--- src/rtl/vga_pixel_fetch.sv ---
// Three-stage pixel fetch: word address -> one-cycle memory read -> bit select and colour map.
// Optional FETCH_REUSE_EN: skip reads that hit the last issued word address and reuse the held word.
module vga_pixel_fetch #(
    parameter int BORDER_ADDR = 32384,
    parameter int Y_START     = 80
) (
    input  logic        clk,
    input  logic        reset,
    input  logic [10:0] pixel_x,
    input  logic [10:0] pixel_y,
    input  logic [15:0] cell_addr,
    input  logic        hsync_in,
    input  logic        vsync_in,
    input  logic        video_on_in,
    output logic [15:0] mem_addr,
    output logic        mem_rd_en,
    input  logic [15:0] mem_rd_data,
    input  logic        cfg_we,
    input  logic [1:0]  cfg_sel,
    input  logic [7:0]  cfg_data,
    output logic [7:0]  rgb,
    output logic        hsync_out,
    output logic        vsync_out,
    output logic        video_on_out
);

    localparam logic [15:0] BORDER_WORD = 16'(BORDER_ADDR);
    localparam logic [10:0] Y_FIRST     = 11'(Y_START);

    logic [10:0] w_row_diff;
    logic [2:0]  w_row;
    logic        w_half;
    logic [15:0] w_word_addr;
    logic        w_border;
    logic [3:0]  w_bitsel;
    logic        w_hit;
    logic        w_rd;
    logic [15:0] w_word;
    logic [7:0]  w_rgb_next;
    logic        w_unused;

    logic [15:0] r_mem_addr;
    logic        r_s1_valid;
    logic        r_s1_border;
    logic        r_s1_rd;
    logic [3:0]  r_s1_bitsel;
    logic        r_s1_hs;
    logic        r_s1_vs;
    logic        r_s1_von;

    logic        r_s2_valid;
    logic        r_s2_border;
    logic [3:0]  r_s2_bitsel;
    logic        r_s2_hs;
    logic        r_s2_vs;
    logic        r_s2_von;

    logic [7:0]  r_rgb;
    logic        r_hs_out;
    logic        r_vs_out;
    logic        r_von_out;

    logic [7:0]  r_fg;
    logic [7:0]  r_bg;
    logic [7:0]  r_bd;

    // Rows above the text region always arrive with the border address, so a wrapped row is harmless.
    assign w_row_diff  = pixel_y - Y_FIRST;
    assign w_row       = w_row_diff[2:0];
    assign w_half      = pixel_x[4];
    assign w_word_addr = cell_addr + {12'd0, w_row, w_half};
    assign w_border    = (cell_addr == BORDER_WORD);
    assign w_bitsel    = 4'd15 - pixel_x[3:0];
    assign w_unused    = &{pixel_x[10:5], w_row_diff[10:3]};

`ifdef FETCH_REUSE_EN
    logic [15:0] r_last_addr;
    logic        r_last_valid;
    logic        r_s2_rd;
    logic [15:0] r_word;

    assign w_hit  = r_last_valid && (w_word_addr == r_last_addr);
    assign w_word = r_s2_rd ? mem_rd_data : r_word;

    always_ff @(posedge clk) begin
        if (reset) begin
            r_last_valid <= 1'b0;
            r_last_addr  <= 16'd0;
            r_s2_rd      <= 1'b0;
            r_word       <= 16'd0;
        end else begin
            if (w_rd) begin
                r_last_valid <= 1'b1;
                r_last_addr  <= w_word_addr;
            end
            r_s2_rd <= r_s1_rd;
            if (r_s2_valid && r_s2_rd) begin
                r_word <= mem_rd_data;
            end
        end
    end
`else
    assign w_hit  = 1'b0;
    assign w_word = mem_rd_data;
`endif

    assign w_rd = video_on_in & ~w_border & ~w_hit;

    always_ff @(posedge clk) begin
        if (reset) begin
            r_mem_addr  <= 16'd0;
            r_s1_valid  <= 1'b0;
            r_s1_border <= 1'b0;
            r_s1_rd     <= 1'b0;
            r_s1_bitsel <= 4'd0;
            r_s1_hs     <= 1'b1;
            r_s1_vs     <= 1'b1;
            r_s1_von    <= 1'b0;
            r_s2_valid  <= 1'b0;
            r_s2_border <= 1'b0;
            r_s2_bitsel <= 4'd0;
            r_s2_hs     <= 1'b1;
            r_s2_vs     <= 1'b1;
            r_s2_von    <= 1'b0;
        end else begin
            r_mem_addr  <= w_word_addr;
            r_s1_valid  <= 1'b1;
            r_s1_border <= w_border;
            r_s1_rd     <= w_rd;
            r_s1_bitsel <= w_bitsel;
            r_s1_hs     <= hsync_in;
            r_s1_vs     <= vsync_in;
            r_s1_von    <= video_on_in;
            r_s2_valid  <= r_s1_valid;
            r_s2_border <= r_s1_border;
            r_s2_bitsel <= r_s1_bitsel;
            r_s2_hs     <= r_s1_hs;
            r_s2_vs     <= r_s1_vs;
            r_s2_von    <= r_s1_von;
        end
    end

    always_comb begin
        w_rgb_next = 8'h00;
        if (r_s2_valid && r_s2_von) begin
            if (r_s2_border) begin
                w_rgb_next = r_bd;
            end else if (w_word[r_s2_bitsel]) begin
                w_rgb_next = r_fg;
            end else begin
                w_rgb_next = r_bg;
            end
        end
    end

    always_ff @(posedge clk) begin
        if (reset) begin
            r_rgb     <= 8'h00;
            r_hs_out  <= 1'b1;
            r_vs_out  <= 1'b1;
            r_von_out <= 1'b0;
        end else begin
            r_rgb     <= w_rgb_next;
            r_hs_out  <= r_s2_hs;
            r_vs_out  <= r_s2_vs;
            r_von_out <= r_s2_valid & r_s2_von;
        end
    end

    // Registered write: a lookup in the same cycle as the write still sees the old colour.
    always_ff @(posedge clk) begin
        if (reset) begin
            r_fg <= 8'hFF;
            r_bg <= 8'h00;
            r_bd <= 8'h03;
        end else if (cfg_we) begin
            case (cfg_sel)
                2'd0:    r_fg <= cfg_data;
                2'd1:    r_bg <= cfg_data;
                2'd2:    r_bd <= cfg_data;
                default: ;
            endcase
        end
    end

    assign mem_addr     = r_mem_addr;
    assign mem_rd_en    = r_s1_rd;
    assign rgb          = r_rgb;
    assign hsync_out    = r_hs_out;
    assign vsync_out    = r_vs_out;
    assign video_on_out = r_von_out;

endmodule

--- config.mk ---
export PLATFORM = sky130hd
export DESIGN_NAME = vga_pixel_fetch
export DESIGN_NICKNAME = d
export VERILOG_FILES = /design/src/rtl/vga_pixel_fetch.sv
export SDC_FILE = /design/constraint.sdc
export NUM_CORES = 1
export LEC_CHECK = 0
export CAP_MARGIN = 40
export CELL_PAD_IN_SITES_DETAIL_PLACEMENT = 0
export CELL_PAD_IN_SITES_GLOBAL_PLACEMENT = 2
export CORE_MARGIN = 5
export CORE_UTILIZATION = 27
export CTS_CLUSTER_DIAMETER = 60
export DETAILED_ROUTE_END_ITERATION = 6
export PLACE_DENSITY_LB_ADDON = 0.1
export SLEW_MARGIN = 20
export SYNTH_ARGS = -nofsm -noshare
export SYNTH_HDL_FRONTEND = slang
export SYNTH_SLANG_ARGS = --single-unit
--- constraint.sdc ---
create_clock -name clk -period 2.35 [get_ports clk]
set_clock_uncertainty 0.1 [all_clocks]
set_input_delay 0.235 -clock clk [delete_from_list [all_inputs] [get_ports clk]]
set_output_delay 0.235 -clock clk [all_outputs]
set_load 0.03 [all_outputs]
# Word-level counts from Yosys, hierarchy flattened
# Index checks and enable logic that the tools add are counted.
# totals
reg_bits,70
input_bits,70
output_inout_bits,28
word_cells,43
# classes
add_sub_neg,3
n_lt_le_gt_ge,1
eq_ne,3
mux,5
bitwise_logic,4
n_reduce_logical,6
# op_table
cell,count
adder 16 x 4 -> 16 bit,1
== test 16 x 15 -> 1 bit (second input constant),1
two-way mux 8 bit,2
AND reduction 2 bit,3
less-than comparator 4 x 5 -> 1 bit (second input constant),1
binary-select mux 1 bit (select 4 bit),1
subtractor 4 bit (first input constant),1
subtractor 3 x 1 -> 3 bit (second input constant),1
bitwise AND 1 bit,2
== test 2 x 1 -> 1 bit (second input constant),1
== test 2 bit (second input constant),1
zero test 2 bit,1
two-way mux 1 bit,2
inverter 1 bit,2
OR reduction 2 bit,1
logical AND 1 bit,1

# Depth between registers and ports, before layout
# depth
depth_word,4
ltp_mapped,6
depth_no_buf,6

# Least setup slack after synthesis
# No wires, ideal clock.
# synth_timing
path_type,flip-flop to flip-flop
start,reg r_s2_bitsel[2]
end,"reg r_rgb[7], in the netlist rgb[7]"
setup_ps,95
arrival_ps,1762
t_required_ps,2155
slack_ps,393
path_stages_with_launch,6
path_buffers,1
synth_period_minus_slack_ps,1957
path_cell_list,dfxtp_1 mux4_1 mux2i_1 buf_4 nor3_1 a221oi_1
# synth_via
elab_chain_cells,4
# synth_lines
element,line,rtl
from (decl),53,logic [3:0] r_s2_bitsel;
from (signal assigned),136,r_s2_bitsel <= r_s1_bitsel;
binary-select mux 1 bit (select 4 bit),148,end else if (w_word[r_s2_bitsel]) begin
two-way mux 1 bit (not written as such),148,
two-way mux 8 bit,148,
two-way mux 8 bit,146,if (r_s2_border) begin
to (signal assigned),163,r_rgb <= w_rgb_next;
to (decl),58,logic [7:0] r_rgb;
# No other way between the ends. The select of a mux whose other input is x is not followed.
# A chain may end at the register's enable or synchronous reset.

# Worst setup path after layout
# Ends and elaborated chain as after synthesis.

==> flow_summary.yaml <==
run_status:
  status: "finished, final reports clean"
yosys:
  yosys-top-cells-area: "dfxtp_1 (48%), mux2i_1 (8.5%), nor2_1 (6.4%)"
  synth_area_mm2: 0.00294
  synthMuxAreaShare_pct: 12.6
  synth-simple-area-share_pct: 23.2
  synth_common_cells: "dfxtp_1 (70), nor2_1 (50), mux2i_1 (25), nor2b_1 (18)"
  synth_top_area_cell: "dfxtp_1"
  synth_top_family_by_area: "simple AND/OR/NAND/NOR gates"
  synth.most_common_cell: "dfxtp_1"
  ys_types: 41
  ys_ff_latch: 70
  synth_fa_ha_area_share_pct: 2.39
  synth_compound_area_share_pct: 9.03
  async_flop_share_pct: 0
  synth_edf_count: 0
  synth_top_area_share_pct: 47.7
  yosysSeqAreaShare_pct: 47.7
  synthesis.nets: 375
  synth-main-ff-cell: "dfxtp_1"
  syn_inst: 300
  yosys_warnings: 0
  yosys.area_share.xor_xnor_pct: 2.09
  avgSynthCellArea_um2: 9.79
die:
  core_area_mm2: 0.0107
  rows: 38
  die_y_um: 114
  start_util_pct: 27.3
  die_width_um: 114
  io-pin-count: 98
  die-area_mm2: 0.0131
power_and_ir_drop:
  leakagePower_nw: 1.69
  ir_worst_vdd_mv: 0.298
  p_per_area_mw_per_mm2: 680
setup_path:
  slowest_stage: "mux4_1"
  endpoint_kind: "register"
  reg2reg_depth: 5
  cp.depth: 5
  worst-path-buf-inv: 1
  crit_path_cell_trace: "mux4_1 > mux2i_2 > buf_12 > o211ai_1 > a221oi_1"
  r2r-start: "r_s2_bitsel[2]"
  critPathArrivalTime_ps: 2140
  worst_setup_path_start_kind: "register"
  cpLargestDelayFamily: "multiplexers"
  max_stage_delay_ps: 590
  cp.required_ps: 2490
  worstPathMaxFanout: 16
  critPathLaunch: "r_s2_bitsel[2]"
  path_class: "register to register"
worst_hold_path:
  hold_depth: 1
  min_path_type: "register to register"
  min-delay-start: "r_s1_vs"
timing:
  min_period_ps: 1990
  max_slew_margin_pct: 64.4
  worst_pin_slew_ps: 534
  fin_crit_sh_pct: 84.8
  rsz0062_at_grt: "false"
  fin_setup_tns_ps: 0
  whs_ps: 310
  fmax_ghz: 0.502
  final_max_slew_viol_count: 0
  hold_viol: 0
  setup_viol: 0
detailed_routing:
  dr.first_iter.drc_count: 102
  drt_wl_total_mm: 7.52
  ant_nets: 0
  drcViolationCount: 0
  drtPass1Iterations: 4
  vias_per_cell: 4.65
  dr_total_vias: 2501
  post_drt_wl_per_cell_um: 14.0
clock_tree:
  clk_latency_ps: 340
  cts.clk_slew.worst_paths_ps: 80
  clkSinkCount: 70
  root_buffer: "clkbuf_8"
  cts_hold_buf: 0
  cts_buffer_depth: 2
  cts_tree: "yes"
  cts_max_level: 3
  cts_setup_buffers: 0
  cts_buffers: 9
  ctsResizeCount: 0
global_route:
  grt_pass1_vias: 2498
  grt_max_degree: 50
  grt_remaining_overflow: 0
  track_usage_pct: 11.8
  grt_pass1_wl_mm: 12.1
  antenna_found_initial: 1
finish:
  area_growth_pct: 44.9
  final_nets: 468
  num_antenna_cells: 0
  drive_gt1_share_pct: 11.1
  utilization_pct: 39.6
  fill_cells: 1120
run:
  maxCapViolCount: 0
place:
  place.gp.congestion: 0.728
  place.port_buffers: 83
  hpwl_mm: 5.31
==> placed cells by master (no fill, tap or decap), types with 2 or more instances in the layout <==
cell             count
or4_1               10
clkbuf_8            11
xnor2_1              5
a211oi_1             2
dfxtp_1             70
buf_4               16
nand3_1              2
bufinv_16            3
nor4_1               3
mux4_1               4
inv_1                2
a21o_1               2
clkdlybuf4s50_1     82
o31ai_1              3
nand3b_1             3
xor2_1               2
nand2_1             13
nand4_1              2
clkinvlp_4           2
a221oi_1             8
nor3_1               9
o211ai_1             8
nor2b_1             18
or2_2                7
nor3b_1              2
a21oi_1              7
mux2i_1             25
nor2_1              50
nor4b_1              2
and3_1               2
or3_1                4
ha_1                 4
o21ai_0              5
==> logic make-up (layout without fill, tap and decap cells) <==
kind of cell	Yosys count	count (layout)
fa+ha+maj	5	5
compound gates	37	37
simple gates	131	131
xor+xnor	7	7
buf+inv	20	118
flops	70	70
mux	30	30
==> cell type report <==
cell class              instances  area, um2  share of cell area [%]
multi-input cells             210       1450                    34.0
flip-flops and latches         70       1400                    32.9
repair buffers                100        966                    22.7
well taps                     140        175                    4.12
clock buffers                  11        151                    3.56
clock inverters                 5        105                    2.47
inverters                       2       7.51                   0.176
==> registers in the layout, summed over array words and instances (netlist names), 4 cells and up <==
signal,flops
mem_addr,16
r_bd,8
r_bg,8
r_fg,8
rgb,8
r_s1_bitsel,4
r_s2_bitsel,4
==> path summary, 6_finish.rpt <==
kind | to | slack [ps]
setup / recovery | rgb[7] | 360
hold / removal | r_s2_vs | 310
setup reg to reg | rgb[7] | 360
hold reg to reg | r_s2_vs | 310
==> per-layer routing <==
layer	track usage, %	vias to the layer above	wire [um]
met2	19.8	53	3640
met5	0	-	18
li1	-	1259	-
met1	13.6	1178	3310
met3	5.23	9	467
met4	3.56	2	84
==> worst register-to-register path: stages, from the launching register on <==
cell,delay (ps)
dfxtp_1,430
mux4_1,590
mux2i_2,220
buf_12,180
o211ai_1,100
a221oi_1,290
==> power by group <==
group / internal [W] / total, W / switching, W
clock network: 0.000763 / 0.00122 / 0.000459
logic: 0.000214 / 0.000412 / 0.000198
registers: 0.00124 / 0.00126 / 0.0000213
total: 0.00221 / 0.00289 / 0.000678
==> stage by stage <==
step           power [W]  cell area (um2)  worst slack, ps  std cells
2_1_floorplan    0.00148             2940              393        300
3_3_place_gp     0.00170             4000             42.4        522
3_5_place_dp     0.00170             4000             11.8        522
4_1_cts          0.00295             4250              330        538
5_1_grt          0.00303             4250              207        538
6_report         0.00289             4250              356        538
Power figures use the tool's default switching activity.
